### src/rtl/bp_update_sched_if.sv
// Update port between the scheduler and the BHT/PHT.
// The scheduler drives the command fields; the predictor returns upd_ready.
interface bp_update_sched_if #(
  parameter int BHT_DEPTH = 10
) ();
  logic                 upd_valid;
  logic                 upd_clear;
  logic [BHT_DEPTH-1:0] upd_index;
  logic                 upd_take;
  logic                 upd_ready;

  modport master (
    output upd_valid,
    output upd_clear,
    output upd_index,
    output upd_take,
    input  upd_ready
  );

  modport slave (
    input  upd_valid,
    input  upd_clear,
    input  upd_index,
    input  upd_take,
    output upd_ready
  );
endinterface

### src/rtl/bp_update_sched.sv
// Orders BHT/PHT writes: a post-reset clear sweep, then resolved-branch updates from
// both E-stage slots, queued in program order and drained one per cycle.
module bp_update_sched #(
  parameter int BHT_DEPTH  = 10,
  parameter int FIFO_DEPTH = 4,
  parameter int DROP_W     = 16
) (
  input  logic                          clk,
  input  logic                          rst,
  input  logic                          stallE,
  input  logic                          flushE,
  input  logic                          branch1E,
  input  logic                          branch2E,
  input  logic [31:0]                   pcE,
  input  logic [31:0]                   PcPlus4E,
  input  logic                          actual_take1E,
  input  logic                          actual_take2E,
  bp_update_sched_if.master             upd,
  output logic                          init_done,
  output logic [$clog2(FIFO_DEPTH):0]   fifo_count,
  output logic [DROP_W-1:0]             drop_cnt
);

  localparam int PW = $clog2(FIFO_DEPTH);
  localparam int CW = PW + 1;

  typedef enum logic {
    S_INIT,
    S_RUN
  } state_t;

  state_t               r_state;
  state_t               w_state_nxt;
  logic [BHT_DEPTH-1:0] r_clr_cnt;

  logic [BHT_DEPTH-1:0] r_idx_mem  [FIFO_DEPTH];
  logic                 r_take_mem [FIFO_DEPTH];
  logic [PW-1:0]        r_wptr;
  logic [PW-1:0]        r_rptr;
  logic [CW-1:0]        r_count;
  logic [DROP_W-1:0]    r_drop;

  logic                 w_run;
  logic                 w_empty;
  logic                 w_pop;
  logic                 w_req1;
  logic                 w_req2;
  logic                 w_acc1;
  logic                 w_acc2;
  logic [CW-1:0]        w_free;
  logic [1:0]           w_num_req;
  logic [1:0]           w_num_enq;
  logic [1:0]           w_num_drop;
  logic [PW-1:0]        w_wptr2;
  logic [DROP_W:0]      w_drop_sum;
  logic [BHT_DEPTH-1:0] w_idx1;
  logic [BHT_DEPTH-1:0] w_idx2;
  logic                 w_unused;

  assign w_idx1   = pcE[BHT_DEPTH+1:2];
  assign w_idx2   = PcPlus4E[BHT_DEPTH+1:2];
  assign w_unused = ^{pcE[31:BHT_DEPTH+2], pcE[1:0], PcPlus4E[31:BHT_DEPTH+2], PcPlus4E[1:0]};

  // ---------------------------------------------------------------- FSM
  always_ff @(posedge clk) begin
    if (rst) begin
      r_state   <= S_INIT;
      r_clr_cnt <= '0;
    end else begin
      r_state <= w_state_nxt;
      if (r_state == S_INIT) begin
        r_clr_cnt <= r_clr_cnt + 1'b1;
      end
    end
  end

  always_comb begin
    w_state_nxt   = r_state;
    w_run         = 1'b0;
    upd.upd_valid = 1'b0;
    upd.upd_clear = 1'b0;
    upd.upd_index = '0;
    upd.upd_take  = 1'b0;
    case (r_state)
      S_INIT: begin
        // Clears are unconditional: the predictor must take one every cycle.
        upd.upd_valid = 1'b1;
        upd.upd_clear = 1'b1;
        upd.upd_index = r_clr_cnt;
        if (&r_clr_cnt) begin
          w_state_nxt = S_RUN;
        end
      end
      S_RUN: begin
        w_run         = 1'b1;
        upd.upd_valid = ~w_empty;
        upd.upd_index = r_idx_mem[r_rptr];
        upd.upd_take  = r_take_mem[r_rptr];
      end
      default: w_state_nxt = S_INIT;
    endcase
  end

  assign init_done = (r_state == S_RUN);

  // ---------------------------------------------------------- queue control
  assign w_empty = (r_count == '0);
  assign w_pop   = w_run & ~w_empty & upd.upd_ready;
  assign w_req1  = branch1E & ~stallE & ~flushE;
  assign w_req2  = branch2E & ~stallE & ~flushE;

  // A same-cycle pop frees its slot for this cycle's writes.
  assign w_free  = CW'(FIFO_DEPTH) - r_count + CW'(w_pop);
  assign w_acc1  = w_run & w_req1 & (w_free != '0);
  assign w_acc2  = w_run & w_req2 & (w_acc1 ? (w_free >= CW'(2)) : (w_free != '0));

  assign w_num_req  = {1'b0, w_req1} + {1'b0, w_req2};
  assign w_num_enq  = {1'b0, w_acc1} + {1'b0, w_acc2};
  assign w_num_drop = w_num_req - w_num_enq;
  assign w_wptr2    = r_wptr + PW'(w_acc1);
  assign w_drop_sum = {1'b0, r_drop} + (DROP_W+1)'(w_num_drop);

  always_ff @(posedge clk) begin
    if (rst) begin
      r_wptr  <= '0;
      r_rptr  <= '0;
      r_count <= '0;
      r_drop  <= '0;
    end else begin
      r_wptr  <= r_wptr + PW'(w_num_enq);
      r_rptr  <= r_rptr + PW'(w_pop);
      r_count <= r_count + CW'(w_num_enq) - CW'(w_pop);
      r_drop  <= w_drop_sum[DROP_W] ? '1 : w_drop_sum[DROP_W-1:0];
    end
  end

  // Slot1 lands at the write pointer; slot2 behind it, or there if slot1 was absent.
  always_ff @(posedge clk) begin
    if (w_acc1) begin
      r_idx_mem[r_wptr]  <= w_idx1;
      r_take_mem[r_wptr] <= actual_take1E;
    end
    if (w_acc2) begin
      r_idx_mem[w_wptr2]  <= w_idx2;
      r_take_mem[w_wptr2] <= actual_take2E;
    end
  end

  assign fifo_count = r_count;
  assign drop_cnt   = r_drop;

endmodule

### src/flat_wrapper.sv
// flat-port wrapper written by rule: the top's interface ports become plain ports
module bp_update_sched_flat 
#(
  parameter int BHT_DEPTH  = 10,
  parameter int FIFO_DEPTH = 4,
  parameter int DROP_W     = 16
)
  (clk, rst, stallE, flushE, branch1E, branch2E, pcE, PcPlus4E, actual_take1E, actual_take2E, init_done, fifo_count, drop_cnt, upd_upd_valid, upd_upd_clear, upd_upd_index, upd_upd_take, upd_upd_ready);
  bp_update_sched_if #(.BHT_DEPTH(BHT_DEPTH)) upd_i ();
  input  logic clk;
  input  logic rst;
  input  logic stallE;
  input  logic flushE;
  input  logic branch1E;
  input  logic branch2E;
  input  logic [31:0] pcE;
  input  logic [31:0] PcPlus4E;
  input  logic actual_take1E;
  input  logic actual_take2E;
  output logic init_done;
  output logic [$clog2(FIFO_DEPTH):0] fifo_count;
  output logic [DROP_W-1:0] drop_cnt;
  output wire logic [$bits(upd_i.upd_valid)-1:0] upd_upd_valid;
  output wire logic [$bits(upd_i.upd_clear)-1:0] upd_upd_clear;
  output wire logic [$bits(upd_i.upd_index)-1:0] upd_upd_index;
  output wire logic [$bits(upd_i.upd_take)-1:0] upd_upd_take;
  input wire logic [$bits(upd_i.upd_ready)-1:0] upd_upd_ready;
  assign upd_upd_valid = upd_i.upd_valid;
  assign upd_upd_clear = upd_i.upd_clear;
  assign upd_upd_index = upd_i.upd_index;
  assign upd_upd_take = upd_i.upd_take;
  assign upd_i.upd_ready = upd_upd_ready;
  bp_update_sched #(.BHT_DEPTH(BHT_DEPTH), .FIFO_DEPTH(FIFO_DEPTH), .DROP_W(DROP_W)) u_core (.clk(clk), .rst(rst), .stallE(stallE), .flushE(flushE), .branch1E(branch1E), .branch2E(branch2E), .pcE(pcE), .PcPlus4E(PcPlus4E), .actual_take1E(actual_take1E), .actual_take2E(actual_take2E), .upd(upd_i), .init_done(init_done), .fifo_count(fifo_count), .drop_cnt(drop_cnt));
endmodule
### config.mk
export PLATFORM = sky130hd
export DESIGN_NAME = bp_update_sched_flat
export DESIGN_NICKNAME = d
export VERILOG_FILES = /design/src/rtl/bp_update_sched_if.sv /design/src/rtl/bp_update_sched.sv /design/src/flat_wrapper.sv
export SDC_FILE = /design/constraint.sdc
export NUM_CORES = 1
export LEC_CHECK = 0
export CORE_UTILIZATION = 50
export DETAILED_ROUTE_END_ITERATION = 10
export HOLD_SLACK_MARGIN = 0.15
export PLACE_DENSITY = 0.85
export SLEW_MARGIN = 20
export SYNTH_ARGS = -nofsm -noshare
export SYNTH_HDL_FRONTEND = slang
export SYNTH_SLANG_ARGS = --single-unit
export TNS_END_PERCENT = 1
### constraint.sdc
create_clock -name clk -period 5.1 [get_ports clk]
set_input_delay 1.02 -clock clk [delete_from_list [all_inputs] [get_ports clk]]
set_output_delay 1.02 -clock clk [all_outputs]
set_load 0.02 [all_outputs]
==> impl_metrics.ini <==
[drt]
drt_first_iter_violations = 138
totalWireLength_um = 8240
dr_total_vias = 2759
via_per_inst = 5.59
drt-wirelength-per-cell_um = 16.7
drt_pass1_iterations = 4
antenna_left = 0
drc = 0

[placed_design]
port-buffer-count = 61
gp_congestion = 0.770
placed_cells_incl_taps = 478
dp.final_hpwl_um = 5820
placed_area_um2 = 4930

[worst_setup_path]
reg2reg_to = u_core.drop_cnt[13]$_SDFF_PP0_
setup.worst_path.end_class = flip-flop
timing.critical_path.required_ns = 5.37
critical_path.n_buffers_inverters = 4
cpMaxStageDelayCell = sky130_fd_sc_hd__fa_1
timing.critical_path.fanout_max = 3
timing.critical_path.cells = clkdlybuf4s50_1, nand3_1, ha_1, inv_1, ha_1, or2b_1, o21a_2, nand2b_1, inv_1, fa_1, inv_1, ha_1, xor2_1, ha_1, a21o_1, nand4_1, or3_1, a31oi_1
cp-start-kind = input port
worst-setup-path-type = in2reg
worstPathArrival_ns = 4.91
path_delay_family = adder cells
number_of_cell_instances_on_the_worst_register_to_register_path = 18
most_numerous_cell_on_the_critical_path = sky130_fd_sc_hd__ha_1
reg2reg_setup_slack_ns = 0.72
timing.critical_path.slowest_cell_delay_ns = 0.50
critical_path.reg2reg.startpoint = u_core.fifo_count[2]$_SDFF_PP0_

[clock_tree]
cts_inserted_buffers = 9
cts-root-buf = sky130_fd_sc_hd__clkbuf_8
cts.reportedPaths.clkPinSlew_ns = 0.08
post_cts_resized = 0
tritoncts = built
clk_path_buf_depth = 2
worstSkewPairLatency_ns = 0.36
ctsHtreeMaxLevel = 3
number_of_buffers_inserted_by_post_cts_setup_repair = 0
hold_buffers = 0
cts_sinks = 78

[job]
maxCapViolCount = 0

[pwr]
total_power_mw = 1.22
max-vdd-ir-drop_uv = 131
power.leakage_nw = 1.87
power_per_cell_area_nw_per_um2 = 237

[final_layout]
postLayoutCellArea_um2 = 5120
layout.cells.non_filler = 494
antenna_cells = 0
synthToLayoutAreaGrowth_pct = 22.5
layout.nets = 476
post_route_cells_drive_above_1_share_pct = 26.3

[sta]
period_share_pct = 90.9
setup-tns-final_ns = 0
setup_viol = 0
timing.max_slew.rel_slack_pct = 47.9
tightestPinTransition_ns = 0.781
grt_setup_unrepaired = no
clock.fmax_ghz = 0.216
finalWorstPathRequiredPeriod_ns = 4.63
holdWs_ns = 0.521
skew_ns = 0.0108
timing.final.hold_violations = 0
slew_viol_final = 0

[min_path]
hold-path-cell-count = 2
hold_path.class = reg2reg
holdCritStartpoint = u_core.r_clr_cnt[8]$_SDFFE_PP0N_
hold-path-endpoint = u_core.r_clr_cnt[8]$_SDFFE_PP0N_

[global_routing]
grt_max_degree = 35
vias_in_the_first_global_route = 2839
grt_pass1_wl_um = 13900
grt_antenna_before_repair = 0
grt_use_total_pct = 21.1
globalRoute.totalOverflow = 0

[run_status]
result_of_the_run = finished, final reports clean

[yosys]
adder_cell_share_of_the_synthesized_area_pct = 5.32
synth.yosys.seq_area_share_pct = 47.8
post_synth_inst_count = 318
synth.mux.area_fraction_pct = 22.3
synth_net_count = 407
mean_syn_cell_area_um2 = 13.2
synth_simple_gate_area_share_pct = 10.3
post_synth_top_area_share_pct = 31.6
yosys_register_bits = 78
synth_xor_area_share_pct = 5.41
edff_count_synth = 44
synthesis.area_um2 = 4180
combinational_family_with_the_most_area_after_synthesis = multiplexers
synth_ff_type = sky130_fd_sc_hd__edfxtp_1
ys.warnings.count = 0
synth_top_cells_by_area = sky130_fd_sc_hd__edfxtp_1, sky130_fd_sc_hd__dfxtp_1, sky130_fd_sc_hd__mux2_2
synth_compound_gate_area_share_pct = 5.23
synth.distinct_cells = 52
synth_async_sr_flop_share_pct = 0
synth_area_leader_cell = sky130_fd_sc_hd__edfxtp_1

[floorplan]
die_area_um2 = 8740
initial_core_util_pct = 52.8
design.portCount = 106
num_rows = 32
die_width_um = 93.5
die-height_um = 93.5
core_area_um2 = 7930
[cell families (layout without fill, tap and decap cells)]
family | after synthesis | count (layout)
flip-flops | 78 | 78
AND/OR/NAND/NOR | 69 | 69
multiplexers | 66 | 66
AO/OA/AOI/OAI | 34 | 34
buffers and inverters | 30 | 104
XOR/XNOR | 25 | 25
adder cells (fa/ha/maj) | 16 | 16
[worst reg2reg max path: stages, from the launching register on]
cell and delay [ns]:
sky130_fd_sc_hd__dfxtp_1 0.38, sky130_fd_sc_hd__or3_2 0.50, sky130_fd_sc_hd__nand3_1 0.12, sky130_fd_sc_hd__ha_1 0.15, sky130_fd_sc_hd__inv_1 0.04, sky130_fd_sc_hd__ha_1 0.33, sky130_fd_sc_hd__or2b_1 0.27, sky130_fd_sc_hd__o21a_2 0.22
sky130_fd_sc_hd__nand2b_1 0.13, sky130_fd_sc_hd__inv_1 0.09, sky130_fd_sc_hd__fa_1 0.50, sky130_fd_sc_hd__inv_1 0.04, sky130_fd_sc_hd__ha_1 0.20, sky130_fd_sc_hd__xor2_1 0.19, sky130_fd_sc_hd__ha_1 0.30, sky130_fd_sc_hd__a21o_1 0.15
sky130_fd_sc_hd__nand4_1 0.16, sky130_fd_sc_hd__or3_1 0.38, sky130_fd_sc_hd__a31oi_1 0.17
[power breakdown]
group | internal [mW] | total (mW) | switching (mW)
Sequential | 0.666 | 0.670 | 0.00387
Combinational | 0.0495 | 0.0822 | 0.0327
Clock | 0.228 | 0.464 | 0.236
[registers in the layout (all words and copies together), names as in the netlist]
name,cells
u_core.r_idx_mem,40
u_core.r_wptr,2
u_core.r_clr_cnt,10
u_core.r_take_mem,4
u_core.fifo_count,3
u_core.drop_cnt,16
u_core.r_rptr,2
u_core.init_done,1
[worst max-delay path by stage]
stage                                 from                              to  slack, ns  cells after the start
2_1_floorplan  u_core.init_done$_SDFF_PP0_  u_core.drop_cnt[10]$_SDFF_PP0_       0.33                     20
3_3_place_gp                 upd_upd_ready   u_core.drop_cnt[0]$_SDFF_PP0_       0.21                     18
3_5_place_dp                 upd_upd_ready  u_core.drop_cnt[13]$_SDFF_PP0_       0.13                     18
4_1_cts                      upd_upd_ready   u_core.drop_cnt[7]$_SDFF_PP0_       0.49                     18
5_1_grt                      upd_upd_ready  u_core.drop_cnt[13]$_SDFF_PP0_       0.24                     18
6_report                     upd_upd_ready  u_core.drop_cnt[13]$_SDFF_PP0_       0.47                     18
[area by class of cell]
class,instances,area [µm²]
flip-flops and latches,78,2000
inverters,13,48.8
multi-input cells,210,2030
clock inverters,7,73.8
fillers,581,2800
repair buffers,75,716
clock buffers,9,124
well taps,102,128
[layout by cell type (no fill, tap or decap), types with 11 or more instances in the layout]
cell | netlist | routed
sky130_fd_sc_hd__clkdlybuf4s50_1 | 0 | 61
sky130_fd_sc_hd__edfxtp_1 | 44 | 44
sky130_fd_sc_hd__inv_1 | 13 | 13
sky130_fd_sc_hd__ha_1 | 13 | 13
sky130_fd_sc_hd__mux2_2 | 32 | 32
sky130_fd_sc_hd__mux4_2 | 11 | 11
sky130_fd_sc_hd__nor2_1 | 15 | 15
sky130_fd_sc_hd__buf_4 | 3 | 14
sky130_fd_sc_hd__dfxtp_1 | 34 | 34
sky130_fd_sc_hd__a21oi_1 | 18 | 18
sky130_fd_sc_hd__mux2_4 | 18 | 18
sky130_fd_sc_hd__xor2_1 | 15 | 15
[per-layer routing]
layer	global-route usage, %	share of wire, %
met1	26.0	45
met5	0	0
met4	9.36	1.7
met2	36.0	50
met3	4.15	3.7
[synthesized netlist by cell type, types with 2 or more instances]
cell / instances
sky130_fd_sc_hd__a21oi_1: 18
sky130_fd_sc_hd__and2_1: 3
sky130_fd_sc_hd__and3_1: 4
sky130_fd_sc_hd__and4_1: 2
sky130_fd_sc_hd__and4b_1: 2
sky130_fd_sc_hd__buf_1: 2
sky130_fd_sc_hd__buf_2: 2
sky130_fd_sc_hd__buf_4: 3
sky130_fd_sc_hd__buf_8: 2
sky130_fd_sc_hd__clkbuf_1: 8
sky130_fd_sc_hd__dfxtp_1: 34
sky130_fd_sc_hd__edfxtp_1: 44
sky130_fd_sc_hd__fa_1: 3
sky130_fd_sc_hd__ha_1: 13
sky130_fd_sc_hd__inv_1: 13
sky130_fd_sc_hd__mux2_1: 4
sky130_fd_sc_hd__mux2_2: 32
sky130_fd_sc_hd__mux2_4: 18
sky130_fd_sc_hd__mux4_2: 11
sky130_fd_sc_hd__nand2_1: 7
sky130_fd_sc_hd__nand3_1: 6
sky130_fd_sc_hd__nand4_1: 8
sky130_fd_sc_hd__nand4b_1: 2
sky130_fd_sc_hd__nor2_1: 15
sky130_fd_sc_hd__nor2b_1: 4
sky130_fd_sc_hd__nor3_1: 2
sky130_fd_sc_hd__nor4_4: 2
sky130_fd_sc_hd__o21ai_0: 5
sky130_fd_sc_hd__or3_1: 4
sky130_fd_sc_hd__xnor2_1: 9
sky130_fd_sc_hd__xor2_1: 15
[metrics by stage]
step	util [%]	setup slack, ns
6_report	64.6	0.467
5_1_grt	64.6	0.241
4_1_cts	64.6	0.485
3_5_place_dp	62.2	0.128
3_3_place_gp	62.2	0.210
2_1_floorplan	-	0.329
Note: power is estimated with default switching activity, not from simulation.
